File: src/rtl/pipe_pkg.sv
// Shared pipeline types: control bundle carried from ID to EX, ALU op classes and widths.
package pipe_pkg;

    localparam int unsigned XLEN_DEFAULT = 32;

    localparam logic [1:0] ALUOP_ADD    = 2'b00;
    localparam logic [1:0] ALUOP_BRANCH = 2'b01;
    localparam logic [1:0] ALUOP_FUNCT  = 2'b10;
    localparam logic [1:0] ALUOP_IMM    = 2'b11;

    typedef struct packed {
        logic       reg_write;
        logic       mem_read;
        logic       mem_write;
        logic       mem_to_reg;
        logic       alu_src;
        logic       branch;
        logic [1:0] alu_op;
    } ctrl_t;

    localparam ctrl_t BUBBLE_CTRL = '0;

endpackage

File: src/rtl/sat_counter.sv
// Saturating up-counter with synchronous clear; clear wins over increment.
module sat_counter #(
    parameter int unsigned WIDTH = 16
) (
    input  logic             clk,
    input  logic             rst_n,
    input  logic             inc,
    input  logic             clr,
    output logic [WIDTH-1:0] count
);

    logic [WIDTH-1:0] count_q, count_d;

    always_comb begin
        count_d = count_q;
        if (clr) begin
            count_d = '0;
        end else if (inc && (count_q != {WIDTH{1'b1}})) begin
            count_d = count_q + WIDTH'(1);
        end
    end

    always_ff @(posedge clk or negedge rst_n) begin
        if (!rst_n) begin
            count_q <= '0;
        end else begin
            count_q <= count_d;
        end
    end

    assign count = count_q;

endmodule

File: src/rtl/idex_hazard_register.sv
// ID/EX pipeline register with load-use stall detection, bubble insertion on stall or
// branch flush, and saturating debug counters for both events.
module idex_hazard_register
    import pipe_pkg::*;
#(
    parameter int unsigned XLEN  = XLEN_DEFAULT,
    parameter int unsigned CNT_W = 16
) (
    input  logic             clk,
    input  logic             rst_n,
    input  logic             ID_valid,
    input  logic [4:0]       ID_Rs1,
    input  logic [4:0]       ID_Rs2,
    input  logic [4:0]       ID_rd,
    input  logic             ID_uses_rs1,
    input  logic             ID_uses_rs2,
    input  logic [XLEN-1:0]  ID_read_data1,
    input  logic [XLEN-1:0]  ID_read_data2,
    input  logic [XLEN-1:0]  ID_imm,
    input  logic [XLEN-1:0]  ID_pc,
    input  logic             ID_RegWrite,
    input  logic             ID_MemRead,
    input  logic             ID_MemWrite,
    input  logic             ID_MemtoReg,
    input  logic             ID_ALUSrc,
    input  logic             ID_Branch,
    input  logic [1:0]       ID_ALUOp,
    input  logic             EX_flush,
    input  logic             clr_counters,
    output logic             IDEX_valid,
    output logic [4:0]       IDEX_Rs1,
    output logic [4:0]       IDEX_Rs2,
    output logic [4:0]       IDEX_rd,
    output logic [XLEN-1:0]  IDEX_read_data1,
    output logic [XLEN-1:0]  IDEX_read_data2,
    output logic [XLEN-1:0]  IDEX_imm,
    output logic [XLEN-1:0]  IDEX_pc,
    output logic             IDEX_RegWrite,
    output logic             IDEX_MemRead,
    output logic             IDEX_MemWrite,
    output logic             IDEX_MemtoReg,
    output logic             IDEX_ALUSrc,
    output logic             IDEX_Branch,
    output logic [1:0]       IDEX_ALUOp,
    output logic             PC_Write,
    output logic             IFID_Write,
    output logic             IFID_Flush,
    output logic [CNT_W-1:0] stall_count,
    output logic [CNT_W-1:0] flush_count
);

    logic            valid_q;
    logic [4:0]      rs1_q, rs2_q, rd_q;
    logic [XLEN-1:0] rdata1_q, rdata2_q, imm_q, pc_q;
    ctrl_t           ctrl_q;
    ctrl_t           id_ctrl;
    logic            src_match;
    logic            load_use;
    logic            stall;
    logic            bubble;

    assign id_ctrl = '{
        reg_write:  ID_RegWrite,
        mem_read:   ID_MemRead,
        mem_write:  ID_MemWrite,
        mem_to_reg: ID_MemtoReg,
        alu_src:    ID_ALUSrc,
        branch:     ID_Branch,
        alu_op:     ID_ALUOp
    };

    // Only sources the instruction really reads count; x0 is never a true dependency.
    assign src_match = (ID_uses_rs1 && (ID_Rs1 == rd_q)) || (ID_uses_rs2 && (ID_Rs2 == rd_q));
    assign load_use  = valid_q && ctrl_q.mem_read && (rd_q != 5'd0) && ID_valid && src_match;
    assign stall     = load_use && !EX_flush;
    assign bubble    = EX_flush || load_use;

    always_ff @(posedge clk or negedge rst_n) begin
        if (!rst_n) begin
            valid_q  <= 1'b0;
            rs1_q    <= '0;
            rs2_q    <= '0;
            rd_q     <= '0;
            rdata1_q <= '0;
            rdata2_q <= '0;
            imm_q    <= '0;
            pc_q     <= '0;
            ctrl_q   <= BUBBLE_CTRL;
        end else if (bubble) begin
            valid_q  <= 1'b0;
            rs1_q    <= '0;
            rs2_q    <= '0;
            rd_q     <= '0;
            rdata1_q <= '0;
            rdata2_q <= '0;
            imm_q    <= '0;
            pc_q     <= '0;
            ctrl_q   <= BUBBLE_CTRL;
        end else begin
            valid_q  <= ID_valid;
            rs1_q    <= ID_Rs1;
            rs2_q    <= ID_Rs2;
            rd_q     <= ID_rd;
            rdata1_q <= ID_read_data1;
            rdata2_q <= ID_read_data2;
            imm_q    <= ID_imm;
            pc_q     <= ID_pc;
            ctrl_q   <= ID_valid ? id_ctrl : BUBBLE_CTRL;
        end
    end

    assign PC_Write   = !stall;
    assign IFID_Write = !stall;
    assign IFID_Flush = EX_flush;

    assign IDEX_valid      = valid_q;
    assign IDEX_Rs1        = rs1_q;
    assign IDEX_Rs2        = rs2_q;
    assign IDEX_rd         = rd_q;
    assign IDEX_read_data1 = rdata1_q;
    assign IDEX_read_data2 = rdata2_q;
    assign IDEX_imm        = imm_q;
    assign IDEX_pc         = pc_q;
    assign IDEX_RegWrite   = ctrl_q.reg_write;
    assign IDEX_MemRead    = ctrl_q.mem_read;
    assign IDEX_MemWrite   = ctrl_q.mem_write;
    assign IDEX_MemtoReg   = ctrl_q.mem_to_reg;
    assign IDEX_ALUSrc     = ctrl_q.alu_src;
    assign IDEX_Branch     = ctrl_q.branch;
    assign IDEX_ALUOp      = ctrl_q.alu_op;

    sat_counter #(
        .WIDTH (CNT_W)
    ) u_stall_cnt (
        .clk   (clk),
        .rst_n (rst_n),
        .inc   (stall),
        .clr   (clr_counters),
        .count (stall_count)
    );

    sat_counter #(
        .WIDTH (CNT_W)
    ) u_flush_cnt (
        .clk   (clk),
        .rst_n (rst_n),
        .inc   (EX_flush),
        .clr   (clr_counters),
        .count (flush_count)
    );

endmodule

File: config.mk
export PLATFORM = sky130hd
export DESIGN_NAME = idex_hazard_register
export DESIGN_NICKNAME = d
export VERILOG_FILES = /design/src/rtl/pipe_pkg.sv /design/src/rtl/sat_counter.sv /design/src/rtl/idex_hazard_register.sv
export SDC_FILE = /design/constraint.sdc
export NUM_CORES = 1
export LEC_CHECK = 0
export CORE_MARGIN = 4
export CORE_UTILIZATION = 40
export DETAILED_ROUTE_END_ITERATION = 7
export PLACE_DENSITY = 0.8
export SLEW_MARGIN = 20
export SYNTH_ARGS = -nofsm -noshare
export SYNTH_HDL_FRONTEND = slang
export SYNTH_SLANG_ARGS = --single-unit
File: constraint.sdc
create_clock -name clk -period 2.8 [get_ports clk]
set_clock_uncertainty 0.05 [all_clocks]
set_input_delay 0.56 -clock clk [delete_from_list [all_inputs] [get_ports clk]]
set_output_delay 0.56 -clock clk [all_outputs]
set_load 0.02 [all_outputs]
==> results.py <==
metrics = {
    "clock_tree": {
        "h-tree-depth": 4,
        "clk_latency_ps": 420,
        "cts_sinks": 184,
        "holdBufCountCts": 0,
        "cts_buffer_depth": 2,
        "clk_pin_slew_ps": 70,
        "cts_inserted_buffers": 17,
        "cts-root-buf": "clkbuf_16",
        "cts_tree": "built",
    },
    "logic_synthesis": {
        "synth_flop_cell": "dfrtp_1",
        "async_reset_ff_share_pct": 100,
        "ys_seq_area_share_pct": 67.0,
        "synth_cells": 542,
        "syn_nets": 702,
        "synth_edf_count": 0,
        "ys_warn_count": 0,
        "syn_area_per_cell_um2": 12.7,
        "yosys_register_bits": 184,
        "yosysUniqueCellTypes": 45,
        "synth.cell_area_mm2": 0.00688,
    },
    "power": {
        "power_frac_clock_pct": 39.6,
        "power.total_mw": 6.06,
        "p_leak_nw": 4.79,
        "ir_worst_vdd_uv": 430,
        "p_sw_share_pct": 24.3,
        "p_int_mw": 4.59,
        "power_frac_comb_pct": 14.0,
        "p_seq_share_pct": 46.4,
        "switchingPower_mw": 1.47,
        "pwr_density_cell_mw_per_mm2": 540,
    },
    "routing": {
        "drt_first_pass_iters": 4,
        "wire_per_inst_um": 18.9,
        "ant_nets": 0,
        "drt-total-wl_um": 21300,
        "route.detailed.drc": 0,
        "routed-via-count": 5349,
        "routed_via_density": 4.74,
        "dr.first_iter.drc_count": 272,
    },
    "finish": {
        "fin_area_mm2": 0.0112,
        "utilization_pct": 67.1,
        "drive_above_1_share_pct": 7.16,
        "final_common_cell": "clkdlybuf4s50_1",
        "areaGrowthSynthToFinish_pct": 63.0,
        "final_cell_mix": "341 x clkdlybuf4s50_1, 184 x dfrtp_1, 147 x and2_1",
        "final_cells": 1129,
        "final_nets": 1057,
    },
    "place": {
        "portBuffers": 344,
        "dp.cells": 1097,
        "dp_hpwl_um": 16600,
        "placed_cell_area_mm2": 0.0106,
        "gp_congestion": 0.886,
    },
    "timing": {
        "period_share_pct": 92.2,
        "setup_violations": 0,
        "slew_headroom_pct": 60.4,
        "holdWs_ps": 66.7,
        "slew_violations": 0,
        "hold_viol_final": 0,
        "worst_pin_slew_ps": 592,
        "max_freq_mhz": 387,
        "min_period_ps": 2580,
        "rsz0062_at_grt": "no",
    },
    "worst_setup_path": {
        "crit_chain": "or4_1 > o21ai_2 > nor2_1 > nand2_1 > clkbuf_2",
        "cp-start-kind": "flop",
        "cp_max_fo": 4,
        "critPathMaxStageDelay_ps": 510,
        "crit_required_ps": 2190,
        "cp-end-kind": "output port",
        "critPathKind": "flop to output port",
        "worstPathArrival_ps": 1970,
        "slowest_stage": "or4_1",
    },
    "global_route": {
        "grt_pass1_vias": 5759,
        "grt_pass1_wl_um": 32900,
        "antenna_found_initial": 2,
        "gr-usage-all-layers_pct": 22.3,
        "grt_max_degree": 68,
        "overflow": 0,
    },
    "run_status": {
        "status": "completed",
    },
    "floorplanning": {
        "initial_utilization_pct": 41.2,
        "fp.dieArea_mm2": 0.0194,
        "die_w_um": 139,
        "row_count": 47,
        "core_area_mm2": 0.0167,
        "ios": 345,
        "fp.dieH_um": 139,
    },
    "run": {
        "drv_cap": 0,
    },
    "min_path": {
        "min_path_type": "input pin to asynchronous set/reset pin",
    },
}
-- area by class of cell --
| cell class | count | area [um2] |
|---|---|---|
| Antenna cell | 1 | 2.50 |
| Clock buffer | 18 | 439 |
| Clock inverter | 12 | 140 |
| Fill cell | 1296 | 5490 |
| Inverter | 3 | 11.3 |
| Multi-Input combinational cell | 325 | 2070 |
| Sequential cell | 184 | 4600 |
| Tap cell | 220 | 275 |
| Timing Repair Buffer | 366 | 3660 |
-- what timing repair did --
action	4_1_cts	5_1_grt
buffers inserted	0	1
gates resized for setup	2	4
setup endpoints to repair	2	2
pin swaps	0	1
gates cloned	0	0
-- power by group through the flow --
stage / combinational, mW / clock (mW) / sequential [mW]
floorplan: 0.141 / 0 / 3.01
global placement: 0.849 / 0 / 2.86
detailed placement: 0.860 / 0 / 2.86
CTS: 0.865 / 2.44 / 2.81
global route: 0.911 / 2.56 / 2.82
finish: 0.849 / 2.40 / 2.81
-- Yosys cell counts, drive strengths merged (3+ instances only) --
| master | count | area share [%] |
|---|---|---|
| nand2 | 14 | 0.76 |
| and3 | 13 | 1.2 |
| or3 | 4 | 0.40 |
| o31ai | 12 | 1.3 |
| inv | 3 | 0.16 |
| buf | 15 | 2.0 |
| nand4 | 14 | 1.4 |
| a21oi | 19 | 1.4 |
| clkbuf | 15 | 0.82 |
| or4 | 13 | 1.5 |
| nor4 | 5 | 0.45 |
| and2 | 147 | 13 |
| nor3 | 3 | 0.22 |
| xor2 | 7 | 0.89 |
| nand3 | 11 | 0.80 |
| dfrtp | 184 | 67 |
| nor2 | 20 | 1.1 |
| xnor2 | 15 | 1.9 |
| a211oi | 3 | 0.33 |
| o21ai | 4 | 0.35 |
-- final timing paths --
check | start | to | slack (ps) | cells past startpoint
max | IDEX_rd[2]$_DFF_PN0_ | PC_Write | 220 | 5
min | rst_n | IDEX_imm[26]$_DFF_PN0_ | 70 | 1
max reg2reg | IDEX_rd[2]$_DFF_PN0_ | u_stall_cnt.count[6]$_DFFE_PN0P_ | 410 | 8
min reg2reg | u_flush_cnt.count[15]$_DFFE_PN0P_ | u_flush_cnt.count[15]$_DFFE_PN0P_ | 520 | 2
max in group asynchronous | rst_n | IDEX_read_data1[16]$_DFF_PN0_ | 1900 | 2
min in group clk | u_flush_cnt.count[15]$_DFFE_PN0P_ | u_flush_cnt.count[15]$_DFFE_PN0P_ | 520 | 2
-- kinds of logic (layout without fill, tap and decap cells) --
logic type,count (synthesis),count (layout),synth area share [%]
muxes,1,1,0.146
other,0,1,0
AOI/OAI and AO/OA,46,46,4.31
DFF,184,184,67.0
adders and majority gates,2,2,0.364
buffers and inverters,33,399,2.98
and+or+nand+nor,254,254,22.4
xor gates and xnor gates,22,22,2.80
-- through the flow --
step / setup slack (ps) / TNS [ps]
after floorplan: 459 / 0
after global placement: -187 / -1530
after detailed placement: -186 / -1930
after CTS: 33.1 / 0
after global routing: 116 / 0
final: 218 / 0
-- registers in the layout (all words and copies together) (netlist names), 5 cells and up --
name / cells
IDEX_Rs1: 5
u_flush_cnt.count: 16
IDEX_imm: 32
IDEX_rd: 5
IDEX_read_data1: 32
IDEX_pc: 32
IDEX_Rs2: 5
u_stall_cnt.count: 16
IDEX_read_data2: 32
-- worst max-delay path, delay by kind of cell, from the launching register on --
family                 cells  cell delay (ps)
AO/OA/AOI/OAI              1              190
AND/OR/NAND/NOR            3              690
flip-flops                 1              470
buffers and inverters      1              180
-- metal layers --
layer | GRT usage [%] | up-vias | part of all wire (%)
met5 | 0 | - | 0.033
met4 | 9.47 | 2 | 3.4
met3 | 9.97 | 46 | 10
met2 | 38.7 | 220 | 52
met1 | 23.6 | 2565 | 35
li1 | - | 2516 | -
Note: power is estimated with default switching activity, not from simulation.
